### src/rtl/hilo_sequencer.sv
// HI/LO sequencer: runs the iterative mult/div units for a fixed cycle count
// and owns the architectural HI/LO registers.
module hilo_sequencer #(
    parameter int unsigned MULT_LATENCY = 33,
    parameter int unsigned DIV_LATENCY  = 33
) (
    input  logic        Clock,
    input  logic        Reset,
    input  logic        Op_Start,
    input  logic        Op_Sel,
    input  logic [31:0] A,
    input  logic [31:0] B,
    input  logic        Hilo_Write,
    input  logic        Hilo_Sel,
    input  logic [31:0] Hilo_Data,
    input  logic [31:0] Mult_HI,
    input  logic [31:0] Mult_LO,
    input  logic [31:0] Div_HI,
    input  logic [31:0] Div_LO,
    output logic        Unit_Mult_Control,
    output logic        Unit_Div_Control,
    output logic [31:0] Unit_A,
    output logic [31:0] Unit_B,
    output logic [31:0] HI,
    output logic [31:0] LO,
    output logic        Busy,
    output logic        Done,
    output logic        Div_Zero
);

    typedef enum logic [1:0] {
        IDLE,
        RUN_M,
        RUN_D,
        CAPTURE
    } state_t;

    localparam logic [5:0] M_LAST = 6'(MULT_LATENCY - 1);
    localparam logic [5:0] D_LAST = 6'(DIV_LATENCY - 1);

    state_t     state;
    state_t     state_next;
    logic [5:0] count;
    logic       sel;
    logic       accept;
    logic       div_by_zero;

    assign div_by_zero = Op_Start && Op_Sel && (B == 32'd0);
    assign accept      = Op_Start && !div_by_zero;

    // State register; reset abandons any operation in flight.
    always_ff @(posedge Clock or negedge Reset) begin
        if (!Reset) begin
            state <= IDLE;
        end else begin
            state <= state_next;
        end
    end

    // Next-state and unit control decode.
    always_comb begin
        state_next        = state;
        Unit_Mult_Control = 1'b0;
        Unit_Div_Control  = 1'b0;
        Busy              = 1'b1;
        unique case (state)
            IDLE: begin
                Busy = 1'b0;
                if (accept) begin
                    state_next = Op_Sel ? RUN_D : RUN_M;
                end
            end
            RUN_M: begin
                Unit_Mult_Control = 1'b1;
                if (count == M_LAST) begin
                    state_next = CAPTURE;
                end
            end
            RUN_D: begin
                Unit_Div_Control = 1'b1;
                if (count == D_LAST) begin
                    state_next = CAPTURE;
                end
            end
            CAPTURE: begin
                state_next = IDLE;
            end
            default: begin
                state_next = IDLE;
            end
        endcase
    end

    // Operand latch, cycle counter, HI/LO update and event pulses.
    always_ff @(posedge Clock or negedge Reset) begin
        if (!Reset) begin
            count    <= 6'd0;
            sel      <= 1'b0;
            Unit_A   <= 32'd0;
            Unit_B   <= 32'd0;
            HI       <= 32'd0;
            LO       <= 32'd0;
            Done     <= 1'b0;
            Div_Zero <= 1'b0;
        end else begin
            Done     <= 1'b0;
            Div_Zero <= 1'b0;
            unique case (state)
                IDLE: begin
                    if (Hilo_Write) begin
                        if (Hilo_Sel) begin
                            HI <= Hilo_Data;
                        end else begin
                            LO <= Hilo_Data;
                        end
                    end
                    if (accept) begin
                        Unit_A <= A;
                        Unit_B <= B;
                        sel    <= Op_Sel;
                        count  <= 6'd0;
                    end
                    if (div_by_zero) begin
                        Div_Zero <= 1'b1;
                    end
                end
                RUN_M, RUN_D: begin
                    count <= count + 6'd1;
                end
                CAPTURE: begin
                    HI   <= sel ? Div_HI : Mult_HI;
                    LO   <= sel ? Div_LO : Mult_LO;
                    Done <= 1'b1;
                end
                default: begin
                    count <= 6'd0;
                end
            endcase
        end
    end

endmodule

### config.mk
export PLATFORM = sky130hd
export DESIGN_NAME = hilo_sequencer
export DESIGN_NICKNAME = d
export VERILOG_FILES = /design/src/rtl/hilo_sequencer.sv
export SDC_FILE = /design/constraint.sdc
export NUM_CORES = 1
export LEC_CHECK = 0
export CAP_MARGIN = 5
export CORE_AREA = 2 2 143 145
export DETAILED_ROUTE_END_ITERATION = 8
export DIE_AREA = 0 0 145 147
export DONT_BUFFER_PORTS = 1
export GPL_TIMING_DRIVEN = 0
export HOLD_SLACK_MARGIN = 0.08
export SLEW_MARGIN = 20
export SYNTH_ARGS = -nofsm -noshare
export SYNTH_HDL_FRONTEND = slang
export SYNTH_SLANG_ARGS = --single-unit
export TNS_END_PERCENT = 50
### constraint.sdc
create_clock -name Clock -period 3 [get_ports Clock]
set_clock_uncertainty 0.1 [all_clocks]
set_input_delay 0.6 -clock Clock [delete_from_list [all_inputs] [get_ports Clock]]
set_output_delay 0.6 -clock Clock [all_outputs]
set_load 0.02 [all_outputs]
==> impl_metrics.json <==
{
  "critPathSlowestCell": "o41ai_2",
  "gp_congestion": 0.917,
  "maxCapViolations": 0,
  "fp-row-count": 52,
  "dp_slack_ps": -400,
  "switching_power_w": 0.00449,
  "cp_top_family": "simple AND/OR/NAND/NOR gates",
  "report.power.total_w": 0.00998,
  "ios": 363,
  "htreeDepth": 4,
  "clk_pin_slew_ps": 70,
  "synth_edf_count": 0,
  "synthCells": 535,
  "cts_tree": "done",
  "leakage_nw": 3.35,
  "path_max_fanout": 10,
  "synth_warnings": 0,
  "first_global_vias": 4945,
  "syn-num-nets": 771,
  "setup_ws_ps": 151,
  "multiInputGateArea_um2": 2960,
  "grt_util_all_layers_pct": 19.4,
  "numCtsBuffers": 17,
  "area_delta_synth_final_pct": 14.4,
  "syn_avg_cell_area_um2": 12.4,
  "fill_cells": 1944,
  "cp-end-kind": "register",
  "top_usage_layer": "met2",
  "drtAntennaViolNets": 0,
  "drt_iter0_drc": 230,
  "cts_num_sinks": 139,
  "critPathRequiredTime_ps": 3190,
  "syn_area_um2": 6630,
  "gr-total-overflow": 0,
  "cp-startpoint": "B[18]",
  "critPathMaxStageDelay_ps": 730,
  "intPower_w": 0.00550,
  "finalHoldViolCount": 139,
  "crit_path_cell_trace": "nor4_1 -> nand3_1 -> o41ai_2 -> buf_4 -> buf_6 -> mux2_1",
  "r2r_slack_ps": 310,
  "clock_path_buffers": 2,
  "vias": 4605,
  "viasPerCell": 5.49,
  "fin_worst_hold_slack_ps": -227,
  "grt_use_met2_pct": 34.1,
  "min_period_ps": 2850,
  "p_comb_share_pct": 32.1,
  "period_share_pct": 95.0,
  "die_area_um2": 21300,
  "drc": 0,
  "hpwl_um": 16800,
  "worst_skew_pair.late_latency_ps": 410,
  "arrival_ps": 3040,
  "fmax_mhz": 351,
  "pwr-share-clk_pct": 20.7,
  "ys_types": 39,
  "worst_ir_drop_vdd_uv": 538,
  "r2r-start": "state[0]$_DFFE_PN0P_",
  "ys.flop_type": "dfrtp_1",
  "setup_viol": 0,
  "die_w_um": 145,
  "slew_headroom_pct": 31.0,
  "grt_setup_unrepaired": "no",
  "worst_slew_pin_slew_ps": 1030,
  "synth-seq-cells": 139,
  "grt_pass1_wl_um": 31000,
  "wl_um": 21000,
  "layout-drive-gt1-share_pct": 19.3,
  "core-area_um2": 19800,
  "root_buffer": "clkbuf_16",
  "nNetsFinal": 789,
  "initial_core_util_pct": 33.4,
  "failed_checks": "negative hold slack",
  "min_path_type": "input pin to async pin",
  "antenna_found_initial": 3,
  "grt_max_degree": 140,
  "grt_use_met3_pct": 8.57,
  "status": "finished with violations",
  "power_frac_seq_pct": 47.2,
  "drv_slew": 0,
  "drt_pre_antenna_iters": 5,
  "yosysSeqAreaShare_pct": 52.5,
  "startpoint_type": "input pin",
  "critical_path_class": "input pin to register",
  "wl_per_cell_um": 25.1,
  "chipHeight_um": 147,
  "io_buffers": 0,
  "grtUsageMet1_pct": 20.3,
  "postCtsSetupRepairBufs": 0,
  "swShare_pct": 44.9,
  "crit_buf_inv": 2,
  "seqCellArea_um2": 3480,
  "async_flop_share_pct": 100,
  "cellPowerDensity_nw_per_um2": 1320
}
-- registers in the layout, indices dropped and copies added (netlist names) --
signal and flops:
Unit_A 32, state 2, Done 1, Unit_B 32, count 6, Div_Zero 1, HI 32, sel 1
LO 32
-- final timing paths --
path,end,cells past startpoint
min,Unit_B[25]$_DFFE_PN0P_,0
min reg2reg,count[5]$_DFFE_PN0P_,2
max reg2reg,LO[21]$_DFFE_PN0P_,5
min in group Clock,Unit_A[24]$_DFFE_PN0P_,1
max in group asynchronous,LO[13]$_DFFE_PN0P_,0
max,Unit_B[15]$_DFFE_PN0P_,6
-- stage by stage --
step	TNS (ps)	cell area (um^2)	hold slack (ps)	std cells	utilization, %
CTS	0	7570	-250	837	38.2
global route	0	7580	-261	839	38.2
detailed placement	-26870	6970	208	805	35.1
finish	0	7580	-227	839	38.2
floorplan	0	6630	204	535	-
global placement	-25910	6970	209	805	35.1
-- cell families after synthesis --
logic type,count (synthesis),synth area share [%]
multiplexers,162,26.3
flip-flops,139,52.5
AO/OA/AOI/OAI,113,12.1
AND/OR/NAND/NOR,71,4.96
buffers and inverters,44,3.11
adder cells (fa/ha/maj),6,1.13
-- metal layers --
| metal | wire length [um] | share of wire, % |
|---|---|---|
| met5 | 0 | 0 |
| met4 | 492 | 2.3 |
| met3 | 2210 | 11 |
| met2 | 10900 | 52 |
| met1 | 7400 | 35 |
-- timing repair --
action	4_1_cts	5_1_grt
resized for setup	2	3
setup endpoints to repair	59	46
hold endpoints to repair	139	139
gates cloned	0	0
-- synthesized netlist by cell type (6+ instances only) --
cell | n | area share, %
mux2_2 | 59 | 10
inv_1 | 8 | 0.45
dfrtp_1 | 139 | 52
a211oi_1 | 32 | 3.6
nor4_1 | 9 | 0.85
a21oi_1 | 35 | 2.6
buf_2 | 6 | 0.45
mux2_1 | 38 | 6.5
clkbuf_1 | 22 | 1.2
mux2i_1 | 65 | 9.8
a21o_1 | 32 | 3.6
nand2_1 | 8 | 0.45
ha_1 | 6 | 1.1
nor2_1 | 36 | 2.0
-- final cells by class --
cell class,count,area share [%]
flip-flops and latches,139,45.9
multi-input cells,352,39.1
clock buffers,18,5.79
well taps,270,4.45
plain buffers,35,2.29
clock inverters,14,2.01
inverters,8,0.396
diodes,3,0.0990
-- power by group through the flow --
stage               Sequential, W  Combinational [W]  Clock (W)
global route              0.00483            0.00350    0.00224
CTS                       0.00475            0.00322    0.00213
global placement          0.00475            0.00308          0
floorplan                 0.00444            0.00253          0
detailed placement        0.00477            0.00321          0
finish                    0.00471            0.00320    0.00207
-- cell usage in the layout (no fill, tap or decap), types with 6 or more instances in the layout --
| cell | n |
|---|---|
| nor4_1 | 9 |
| dfrtp_1 | 139 |
| nor2_1 | 36 |
| a211oi_1 | 32 |
| ha_1 | 6 |
| clkbuf_1 | 20 |
| a21oi_1 | 34 |
| mux2_1 | 38 |
| clkbuf_16 | 17 |
| mux2_2 | 59 |
| nand2_1 | 8 |
| mux2i_1 | 65 |
| inv_1 | 8 |
| a21o_1 | 32 |
| buf_2 | 6 |
Note: power is estimated with default switching activity, not from simulation.
